File: src/rtl/flag_branch_unit_pkg.sv
// Shared constants for the flag/branch unit: condition codes, flag bit positions, FSM states.
package flag_branch_unit_pkg;

  localparam logic [2:0] BrNeq  = 3'b000;
  localparam logic [2:0] BrEq   = 3'b001;
  localparam logic [2:0] BrGt   = 3'b010;
  localparam logic [2:0] BrLt   = 3'b011;
  localparam logic [2:0] BrGte  = 3'b100;
  localparam logic [2:0] BrLte  = 3'b101;
  localparam logic [2:0] BrOvfl = 3'b110;
  localparam logic [2:0] BrUnc  = 3'b111;

  localparam int unsigned FlagZ = 2;
  localparam int unsigned FlagV = 1;
  localparam int unsigned FlagN = 0;

  typedef enum logic [1:0] {
    StIdle     = 2'b00,
    StRedirect = 2'b01,
    StSquash   = 2'b10
  } fbu_state_e;

endpackage

File: src/rtl/flag_branch_unit_if.sv
// EX-stage to flag/branch unit bundle; the slave side is the unit itself.
interface flag_branch_unit_if #(
  parameter int unsigned DSIZE = 16,
  parameter int unsigned OFFW  = 9
);
  logic             ex_valid;
  logic             stall;
  logic [2:0]       alu_flag;
  logic             flag_update;
  logic             is_branch;
  logic [2:0]       cond;
  logic [DSIZE-1:0] pc_plus1;
  logic [OFFW-1:0]  offset;
  logic [2:0]       flag;
  logic             br_taken;
  logic [DSIZE-1:0] br_target;
  logic             squash;

  modport master (
    output ex_valid, stall, alu_flag, flag_update, is_branch, cond, pc_plus1, offset,
    input  flag, br_taken, br_target, squash
  );

  modport slave (
    input  ex_valid, stall, alu_flag, flag_update, is_branch, cond, pc_plus1, offset,
    output flag, br_taken, br_target, squash
  );
endinterface

File: src/rtl/flag_branch_unit_cond_eval.sv
// Combinational branch-condition evaluation against the {Z,V,N} flag register.
module flag_branch_unit_cond_eval
  import flag_branch_unit_pkg::*;
(
  input  logic [2:0] cond_i,
  input  logic [2:0] flag_i,
  output logic       cond_true_o
);
  logic z, v, n;

  assign z = flag_i[FlagZ];
  assign v = flag_i[FlagV];
  assign n = flag_i[FlagN];

  always_comb begin
    cond_true_o = 1'b0;
    case (cond_i)
      BrNeq:   cond_true_o = ~z;
      BrEq:    cond_true_o = z;
      BrGt:    cond_true_o = ~z & ~n;
      BrLt:    cond_true_o = n;
      BrGte:   cond_true_o = z | ~n;
      BrLte:   cond_true_o = z | n;
      BrOvfl:  cond_true_o = v;
      BrUnc:   cond_true_o = 1'b1;
      default: cond_true_o = 1'b0;
    endcase
  end
endmodule

File: src/rtl/flag_branch_unit.sv
// Flag register, conditional branch resolution, registered PC redirect and wrong-path squash.
module flag_branch_unit
  import flag_branch_unit_pkg::*;
#(
  parameter int unsigned DSIZE        = 16,
  parameter int unsigned OFFW         = 9,
  parameter int unsigned SQUASH_DEPTH = 2
) (
  input logic               clk,
  input logic               rst,
  flag_branch_unit_if.slave bus
);
  fbu_state_e       state_q, state_d;
  logic [2:0]       cnt_q, cnt_d;
  logic [2:0]       flag_q, flag_d;
  logic             br_taken_q, br_taken_d;
  logic [DSIZE-1:0] br_target_q, br_target_d;
  logic             squash_q, squash_d;
  logic             accept;
  logic             cond_true;
  logic [DSIZE-1:0] offset_sext;

  assign accept      = bus.ex_valid & ~bus.stall & ~squash_q;
  assign offset_sext = {{(DSIZE - OFFW){bus.offset[OFFW-1]}}, bus.offset};

  // Evaluated on the registered flags only: a same-cycle flag write is not bypassed.
  flag_branch_unit_cond_eval u_cond_eval (
    .cond_i      (bus.cond),
    .flag_i      (flag_q),
    .cond_true_o (cond_true)
  );

  always_comb begin
    state_d     = state_q;
    cnt_d       = cnt_q;
    flag_d      = flag_q;
    br_taken_d  = br_taken_q;
    br_target_d = br_target_q;
    squash_d    = squash_q;

    if (accept && bus.flag_update) begin
      flag_d = bus.alu_flag;
    end

    case (state_q)
      StIdle: begin
        if (accept && bus.is_branch && cond_true) begin
          state_d     = StRedirect;
          br_taken_d  = 1'b1;
          br_target_d = bus.pc_plus1 + offset_sext;
          squash_d    = 1'b1;
          cnt_d       = 3'(SQUASH_DEPTH);
        end
      end
      StRedirect: begin
        if (!bus.stall) begin
          br_taken_d = 1'b0;
          cnt_d      = cnt_q - 3'd1;
          if (cnt_d == 3'd0) begin
            squash_d = 1'b0;
            state_d  = StIdle;
          end else begin
            state_d = StSquash;
          end
        end
      end
      StSquash: begin
        if (!bus.stall) begin
          cnt_d = cnt_q - 3'd1;
          if (cnt_d == 3'd0) begin
            squash_d = 1'b0;
            state_d  = StIdle;
          end
        end
      end
      default: begin
        state_d    = StIdle;
        br_taken_d = 1'b0;
        squash_d   = 1'b0;
        cnt_d      = 3'd0;
      end
    endcase
  end

  always_ff @(posedge clk or posedge rst) begin
    if (rst) begin
      state_q     <= StIdle;
      cnt_q       <= 3'd0;
      flag_q      <= 3'd0;
      br_taken_q  <= 1'b0;
      br_target_q <= '0;
      squash_q    <= 1'b0;
    end else begin
      state_q     <= state_d;
      cnt_q       <= cnt_d;
      flag_q      <= flag_d;
      br_taken_q  <= br_taken_d;
      br_target_q <= br_target_d;
      squash_q    <= squash_d;
    end
  end

  assign bus.flag      = flag_q;
  assign bus.br_taken  = br_taken_q;
  assign bus.br_target = br_target_q;
  assign bus.squash    = squash_q;
endmodule
File: src/flat_wrapper.sv
// flat-port wrapper written by rule: the top's interface ports become plain ports
module flag_branch_unit_flat import flag_branch_unit_pkg::*;
#(
  parameter int unsigned DSIZE        = 16,
  parameter int unsigned OFFW         = 9,
  parameter int unsigned SQUASH_DEPTH = 2
)
  (clk, rst, bus_ex_valid, bus_stall, bus_alu_flag, bus_flag_update, bus_is_branch, bus_cond, bus_pc_plus1, bus_offset, bus_flag, bus_br_taken, bus_br_target, bus_squash);
  flag_branch_unit_if #(.DSIZE(DSIZE), .OFFW(OFFW)) bus_i ();
  input logic clk;
  input logic rst;
  input wire logic [$bits(bus_i.ex_valid)-1:0] bus_ex_valid;
  input wire logic [$bits(bus_i.stall)-1:0] bus_stall;
  input wire logic [$bits(bus_i.alu_flag)-1:0] bus_alu_flag;
  input wire logic [$bits(bus_i.flag_update)-1:0] bus_flag_update;
  input wire logic [$bits(bus_i.is_branch)-1:0] bus_is_branch;
  input wire logic [$bits(bus_i.cond)-1:0] bus_cond;
  input wire logic [$bits(bus_i.pc_plus1)-1:0] bus_pc_plus1;
  input wire logic [$bits(bus_i.offset)-1:0] bus_offset;
  output wire logic [$bits(bus_i.flag)-1:0] bus_flag;
  output wire logic [$bits(bus_i.br_taken)-1:0] bus_br_taken;
  output wire logic [$bits(bus_i.br_target)-1:0] bus_br_target;
  output wire logic [$bits(bus_i.squash)-1:0] bus_squash;
  assign bus_i.ex_valid = bus_ex_valid;
  assign bus_i.stall = bus_stall;
  assign bus_i.alu_flag = bus_alu_flag;
  assign bus_i.flag_update = bus_flag_update;
  assign bus_i.is_branch = bus_is_branch;
  assign bus_i.cond = bus_cond;
  assign bus_i.pc_plus1 = bus_pc_plus1;
  assign bus_i.offset = bus_offset;
  assign bus_flag = bus_i.flag;
  assign bus_br_taken = bus_i.br_taken;
  assign bus_br_target = bus_i.br_target;
  assign bus_squash = bus_i.squash;
  flag_branch_unit #(.DSIZE(DSIZE), .OFFW(OFFW), .SQUASH_DEPTH(SQUASH_DEPTH)) u_core (.clk(clk), .rst(rst), .bus(bus_i));
endmodule
File: config.mk
export PLATFORM = sky130hd
export DESIGN_NAME = flag_branch_unit_flat
export DESIGN_NICKNAME = d
export VERILOG_FILES = /design/src/rtl/flag_branch_unit_pkg.sv /design/src/rtl/flag_branch_unit_if.sv /design/src/rtl/flag_branch_unit_cond_eval.sv /design/src/rtl/flag_branch_unit.sv /design/src/flat_wrapper.sv
export SDC_FILE = /design/constraint.sdc
export NUM_CORES = 1
export LEC_CHECK = 0
export CORE_ASPECT_RATIO = 0.5
export CORE_UTILIZATION = 23
export CTS_CLUSTER_DIAMETER = 200
export DETAILED_ROUTE_END_ITERATION = 10
export DONT_BUFFER_PORTS = 1
export GPL_TIMING_DRIVEN = 0
export PLACE_DENSITY_LB_ADDON = 0.05
export SETUP_SLACK_MARGIN = 0.15
export SLEW_MARGIN = 0
export SYNTH_ARGS = -nofsm -noshare
export SYNTH_HDL_FRONTEND = slang
export SYNTH_HIERARCHICAL = 1
export SYNTH_SLANG_ARGS = --single-unit
File: constraint.sdc
create_clock -name clk -period 3.07 [get_ports clk]
set_input_delay 0.614 -clock clk [delete_from_list [all_inputs] [get_ports clk]]
set_output_delay 0.614 -clock clk [all_outputs]
set_load 0.05 [all_outputs]
==> reports/qor.csv, run 1 <==
metric,value,unit
total number of vias,1745,
# hold bufs at CTS,0,
router iterations before antenna repair,5,
syn nets,297,
Root Buffer Master,clkbuf_16,
met2 usage,19.5,%
critical path arrival,2.72,ns
Crit path top cell by count,a21oi_1,
Initial Util,23.8,%
full die area,9490,µm²
Fillers,944,
post-synthesis sequential area ratio,31.2,%
Port-buffer cells,0,
Synth-to-Final Area Change,12.0,%
met1 GRT Util,17.5,%
ys flop type,dfrtp_1,
final hold viol count,0,
GR Layer Usage met3,3.22,%
Slew Limit Fails,0,
DIE WIDTH,137,µm
post-route clock period utilization,82.8,%
peak supply drop,0.000245,V
Max H-tree Level,1,
max-cap violations,0,
Synth async-reset ratio,100,%
clk_lat worst skew,0.27,ns
post-CTS setup buffers,0,
DRT iter0 DRCs,56,
first-pass GRT wire length,9.15,mm
Critical Path RT,3.25,ns
nature of the critical path startpoint,input port,
"Avg Cell Area, Syn",8.77,µm²
Final setup viols,0,
Netlist cell types,48,
cell count after synthesis,238,
CTS tree,yes,
maximum clock path buffer count,2,
gpl congestion,0.766,
fmax,393,MHz
DRC,0,
RSZ-0062 raised after global routing,no,
vias per cell,4.86,
TNS Setup,0,ns
minimum clock period,2.54,ns
num rows,24,
Synth warnings,6,
Seq cells post-synth,26,
clk slew on worst S/H paths,0.07,ns
antenna diode count,0,
number of primary I/O pins,58,
slew margin rel.,25.4,%
Pwr Density,865,nW/µm²
Antenna Nets Post-Route,0,
HP Class,in -> reg,
Post-CTS Resized,0,
layout cells sized above 1,9.50,%
worst-path cell chain,ha_1 -> fa_1 -> a21oi_1 -> o21ai_0 -> o311ai_0 -> a21oi_1 -> o31ai_1,
static leakage,0.00105,µW
core footprint,8770,µm²
number of flops mapped to enable cells by yosys,0,
slowest CP cell,o311ai_0,
"Cell Area, Synth",2090,µm²
status,"complete, no violations",
WL/cell,15.7,µm
routed wire length,5.63,mm
total gr overflow,0,
fin nets,302,
Die H,69.4,µm
worst slew pin tran,1.12,ns
max incr delay on CP,0.60,ns
Setup Skew,0.00447,ns
endpoint type of the worst setup path,flop,
CTS Buf Count,3,
initial antenna violation count,0,
post-DP HPWL,4.51,mm
total track usage,12.5,%
critical path type,in -> reg,
busiest grt layer,met2,
number of global-route vias before repair,1725,
placed cells,355,
worst-path fanout max,3,
final cell count without fillers,359,
largest net degree at the start of global routing,27,
Sink Count,26,
## layout make-up
| cell class | count | area [µm²] | share of cell area, % |
|---|---|---|---|
| Multi-Input combinational cell | 195 | 1350 | 57.5 |
| Buffer | 6 | 51.3 | 2.19 |
| Clock buffer | 3 | 75.1 | 3.21 |
| Inverter | 11 | 41.3 | 1.76 |
| Tap cell | 117 | 146 | 6.26 |
| Sequential cell | 26 | 651 | 27.8 |
| Clock inverter | 1 | 30.0 | 1.28 |
## worst max-delay path, delay by kind of cell
family,cells,cell delay [ns]
fa+ha+maj,2,0.63
compound gates,5,1.46
## path summary, 6_finish.rpt
check,start,end,slack (ns),cells past startpoint
min in group asynchronous,rst,u_core/bus.br_target[4]$_DFFE_PP0P_,0.52,1
max,bus_pc_plus1[0],u_core/bus.br_target[14]$_DFFE_PP0P_,0.53,7
max in group asynchronous,rst,u_core/bus.br_target[14]$_DFFE_PP0P_,1.88,1
min reg2reg,u_core/cnt_q[1]$_DFFE_PP0P_,u_core/cnt_q[1]$_DFFE_PP0P_,0.51,1
min,bus_alu_flag[0],u_core/bus.flag[0]$_DFFE_PP0P_,0.49,1
max reg2reg,u_core/bus.flag[0]$_DFFE_PP0P_,u_core/bus.br_target[13]$_DFFE_PP0P_,0.77,8
## per-layer routing
layer,vias up,part of all wire [%]
met4,0,0.55
met2,39,43
met3,2,4.2
li1,873,-
met5,-,0
met1,831,52
## power by group
group          leakage [µW]  total (µW)  internal [µW]  switching (µW)
Clock             0.0000511         396            260             136
Sequential         0.000325        1060            484             572
Combinational      0.000675         572            260             312
Total               0.00105        2020           1000            1020
## registers in the layout, summed over array words and instances, names as in the netlist
name	flops
u_core/bus.squash	1
u_core/bus.br_target	16
u_core/state_q	2
u_core/bus.flag	3
u_core/bus.br_taken	1
u_core/cnt_q	3
## through the flow
stage	area (µm²)	setup slack [ns]	utilization, %	hold WS, ns	power (µW)
after global placement	2230	0.279	25.5	0.491	1640
after floorplan	2090	0.787	-	0.479	1500
after CTS	2340	0.521	26.7	0.482	2050
final	2340	0.528	26.7	0.491	2020
after global routing	2340	0.361	26.7	0.475	2170
after detailed placement	2230	0.250	25.5	0.499	1650
## synth_stat cells (6+ instances only)
library cell,instances,area [µm²]
nand2_1,33,124
dfrtp_1,26,651
a21oi_1,22,110
nor2_1,11,41.3
xor2_1,6,52.6
inv_1,11,41.3
o21ai_0,11,55.1
nand4_1,7,43.8
ha_1,21,263
and3_1,6,37.5
## cells in the final DEF (no fill, tap or decap), types with 3 or more instances in the layout
cell       count
o31ai_1        5
nand3_1        5
and2_1         3
o211ai_1       3
and3_1         6
nor3_1         5
a21oi_1       22
dfrtp_1       26
nand4_1        7
mux2_2         5
nor2b_1        3
nor2_1        11
clkbuf_16      3
o21ai_0       11
o21a_1         5
inv_1         11
a211oi_1       3
xnor2_1        3
nand2_1       33
xor2_1         6
ha_1          21
mux2i_1        3
nand2b_1       3
## logic make-up (layout without fill, tap and decap cells)
group	count (synthesis)	count (layout)	synth area share (%)
compound gates	70	70	22.3
simple gates	86	86	20.7
mux	8	8	4.13
buf+inv	17	21	4.43
xor+xnor	9	9	3.77
flops	26	26	31.2
fa+ha+maj	22	22	13.5
(Power assumes the default switching activity.)
==> run 2, diff against run 1 <==
==> constraint.sdc (replaced) <==
create_clock -name clk -period 2.2 [get_ports clk]
set_input_delay 0.44 -clock clk [delete_from_list [all_inputs] [get_ports clk]]
set_output_delay 0.44 -clock clk [all_outputs]
set_load 0.05 [all_outputs]
==> run 2 against run 1 <==
Compared with the run above:
- die area did not move
- largest power group unchanged
- clock power rose by 41%
- critical path depth rose by 1
- utilization rose by 0.88 points
- sequential power rose by 40%
- sequential share of layout area fell by 0.74 points
- combinational power rose by 46%
- cell count rose by 1.1%
- routed wire length rose by 1.6%
- total power rose by 42%
- flip-flop and latch count did not move
- first-iteration DRC count rose by 1.8%
==> reports/qor.csv, run 2 (synthesized netlist as in run 1, its figures left out) <==
metric,value,unit
final hold viol count,0,
GR Layer Usage met3,3.00,%
number of global-route vias before repair,1686,
worst slew pin tran,1.10,ns
Pwr Density,1190,nW/µm²
minimum clock period,2.01,ns
peak supply drop,0.000400,V
full die area,9490,µm²
gpl congestion,0.765,
HP Class,in -> reg,
router iterations before antenna repair,4,
Final setup viols,0,
slowest CP cell,dfrtp_2,
met2 usage,19.4,%
"CP delay by family, top",simple AND/OR/NAND/NOR gates,
layout cells sized above 1,15.9,%
max-cap violations,0,
Synth-to-Final Area Change,15.8,%
status,"complete, no violations",
capturing point of the worst reg2reg path,u_core/cnt_q[0]$_DFFE_PP0P_,
first-pass GRT wire length,9.07,mm
num rows,24,
antenna diode count,0,
fin nets,306,
Flop pwr share,51.5,%
worst slack at placement,-0.257,ns
hold path endpoint,u_core/bus.flag[2]$_DFFE_PP0P_,
Slew Limit Fails,0,
total number of vias,1764,
R2R cell count,8,
fmax,497,MHz
core footprint,8770,µm²
Sink Count,26,
maximum clock path buffer count,2,
worst-path cell chain,nand2b_1 -> mux2i_1 -> a21oi_1 -> o21a_1 -> nand3_2 -> nand2_1 -> nand2_1 -> mux2_2,
Critical Path RT,2.36,ns
RSZ-0062 raised after global routing,yes,
WL/cell,15.8,µm
routed wire length,5.72,mm
Crit path top cell by count,nand2_1,
combinational power share,29.1,%
Max H-tree Level,1,
CTS Buf Count,3,
critical path arrival,2.18,ns
vias per cell,4.86,
Clock Power Share,19.5,%
max reg flops,16,
post-route clock period utilization,91.4,%
DIE WIDTH,137,µm
slew margin rel.,26.6,%
critical path type,reg -> reg,
clk_lat worst skew,0.27,ns
Switching Fraction,50.4,%
number of primary I/O pins,58,
Antenna Nets Post-Route,0,
clk slew on worst S/H paths,0.07,ns
# hold bufs at CTS,0,
endpoint type of the worst setup path,flop,
worst-path fanout max,6,
"commonest non-fill, non-tap cell in the layout",nand2_1,
HP Start,bus_alu_flag[2],
static leakage,0.00107,µW
RR Startpoint,u_core/bus.flag[2]$_DFFE_PP0P_,
nature of the critical path startpoint,flop,
reg2reg setup slack,0.19,ns
Hold Crit Depth,1,
Final Power,2870,µW
initial antenna violation count,0,
total gr overflow,0,
Die H,69.4,µm
total track usage,12.7,%
most frequent cells in the layout,"nand2_1, dfrtp_1, ha_1, a21oi_1, inv_1",
CTS tree,yes,
fin worst setup slack,0.189,ns
Initial Util,23.8,%
DRC,0,
Setup Skew,0.00272,ns
Root Buffer Master,clkbuf_16,
post-DP HPWL,4.51,mm
met1 GRT Util,17.8,%
max incr delay on CP,0.54,ns
Worst Path Buf+Inv,0,
largest net degree at the start of global routing,27,
DRT iter0 DRCs,57,
Port-buffer cells,0,
Pint,1420,µW
busiest grt layer,met2,
final core occ,27.6,%
sw power,1450,µW
run 2: cell types whose count changed in the layout (fill, tap and decap cells not counted), moves of 2 or more:
| cell | before | now |
|---|---|---|
| a21oi_2 | 0 | 2 |
| clkbuf_1 | 2 | 0 |
| a21oi_1 | 22 | 20 |
| dfrtp_2 | 0 | 3 |
| buf_4 | 0 | 2 |
| dfrtp_1 | 26 | 23 |
| clkbuf_2 | 1 | 3 |
run 2: per-layer routing:
layer,routed length (µm),vias up
li1,-,887
met1,3000,836
met2,2470,35
met3,193,6
met4,53,0
met5,0,-
run 2: worst reg2reg max path, stage by stage, from the launching register on:
cell	delay, ns
dfrtp_2	0.54
nand2b_1	0.20
mux2i_1	0.14
a21oi_1	0.06
o21a_1	0.23
nand3_2	0.16
nand2_1	0.10
nand2_1	0.14
mux2_2	0.34
run 2: timing repair:
| item | CTS | global route |
|---|---|---|
| resized for setup | 8 | 8 |
| setup endpoints to repair | 18 | 12 |
| pin swaps | 1 | 3 |
| setup buffers | 3 | 0 |
| cloned | 1 | 0 |
run 2: stage by stage:
step / hold slack [ns] / setup TNS, ns / instance area [µm²] / cells
final: 0.316 / 0 / 2420 / 363
after floorplan: 0.479 / 0 / 2090 / 238
after global placement: 0.491 / -0.975 / 2230 / 355
after global routing: 0.306 / 0 / 2420 / 363
after detailed placement: 0.495 / -1.69 / 2230 / 355
after CTS: 0.305 / 0 / 2390 / 363
run 2: power by group through the flow:
stage,Clock [µW],Combinational [µW],Sequential [µW]
detailed placement,0,808,1490
CTS,583,833,1490
global route,610,948,1510
floorplan,0,657,1440
finish,559,834,1480
global placement,0,802,1480
run 2: worst max path at each step:
stage / cells past startpoint / startpoint / endpoint / slack (ns)
finish: 8 / u_core/bus.flag[2]$_DFFE_PP0P_ / u_core/cnt_q[0]$_DFFE_PP0P_ / 0.19
global placement: 7 / bus_pc_plus1[0] / u_core/bus.br_target[14]$_DFFE_PP0P_ / -0.26
global route: 8 / u_core/bus.flag[2]$_DFFE_PP0P_ / u_core/cnt_q[0]$_DFFE_PP0P_ / 0.12
CTS: 8 / u_core/bus.flag[2]$_DFFE_PP0P_ / u_core/bus.br_target[8]$_DFFE_PP0P_ / 0.15
detailed placement: 7 / bus_pc_plus1[0] / u_core/bus.br_target[14]$_DFFE_PP0P_ / -0.26
floorplan: 7 / bus_pc_plus1[0] / u_core/bus.br_target[14]$_DFFE_PP0P_ / 0.16
run 2: cell type report:
cell class / instances / area (µm²)
Buffer: 6 / 53.8
Clock buffer: 3 / 75.1
Clock inverter: 1 / 30.0
Fill cell: 952 / 6350
Inverter: 11 / 41.3
Multi-Input combinational cell: 195 / 1380
Sequential cell: 26 / 654
Tap cell: 117 / 146
Timing Repair Buffer: 4 / 33.8
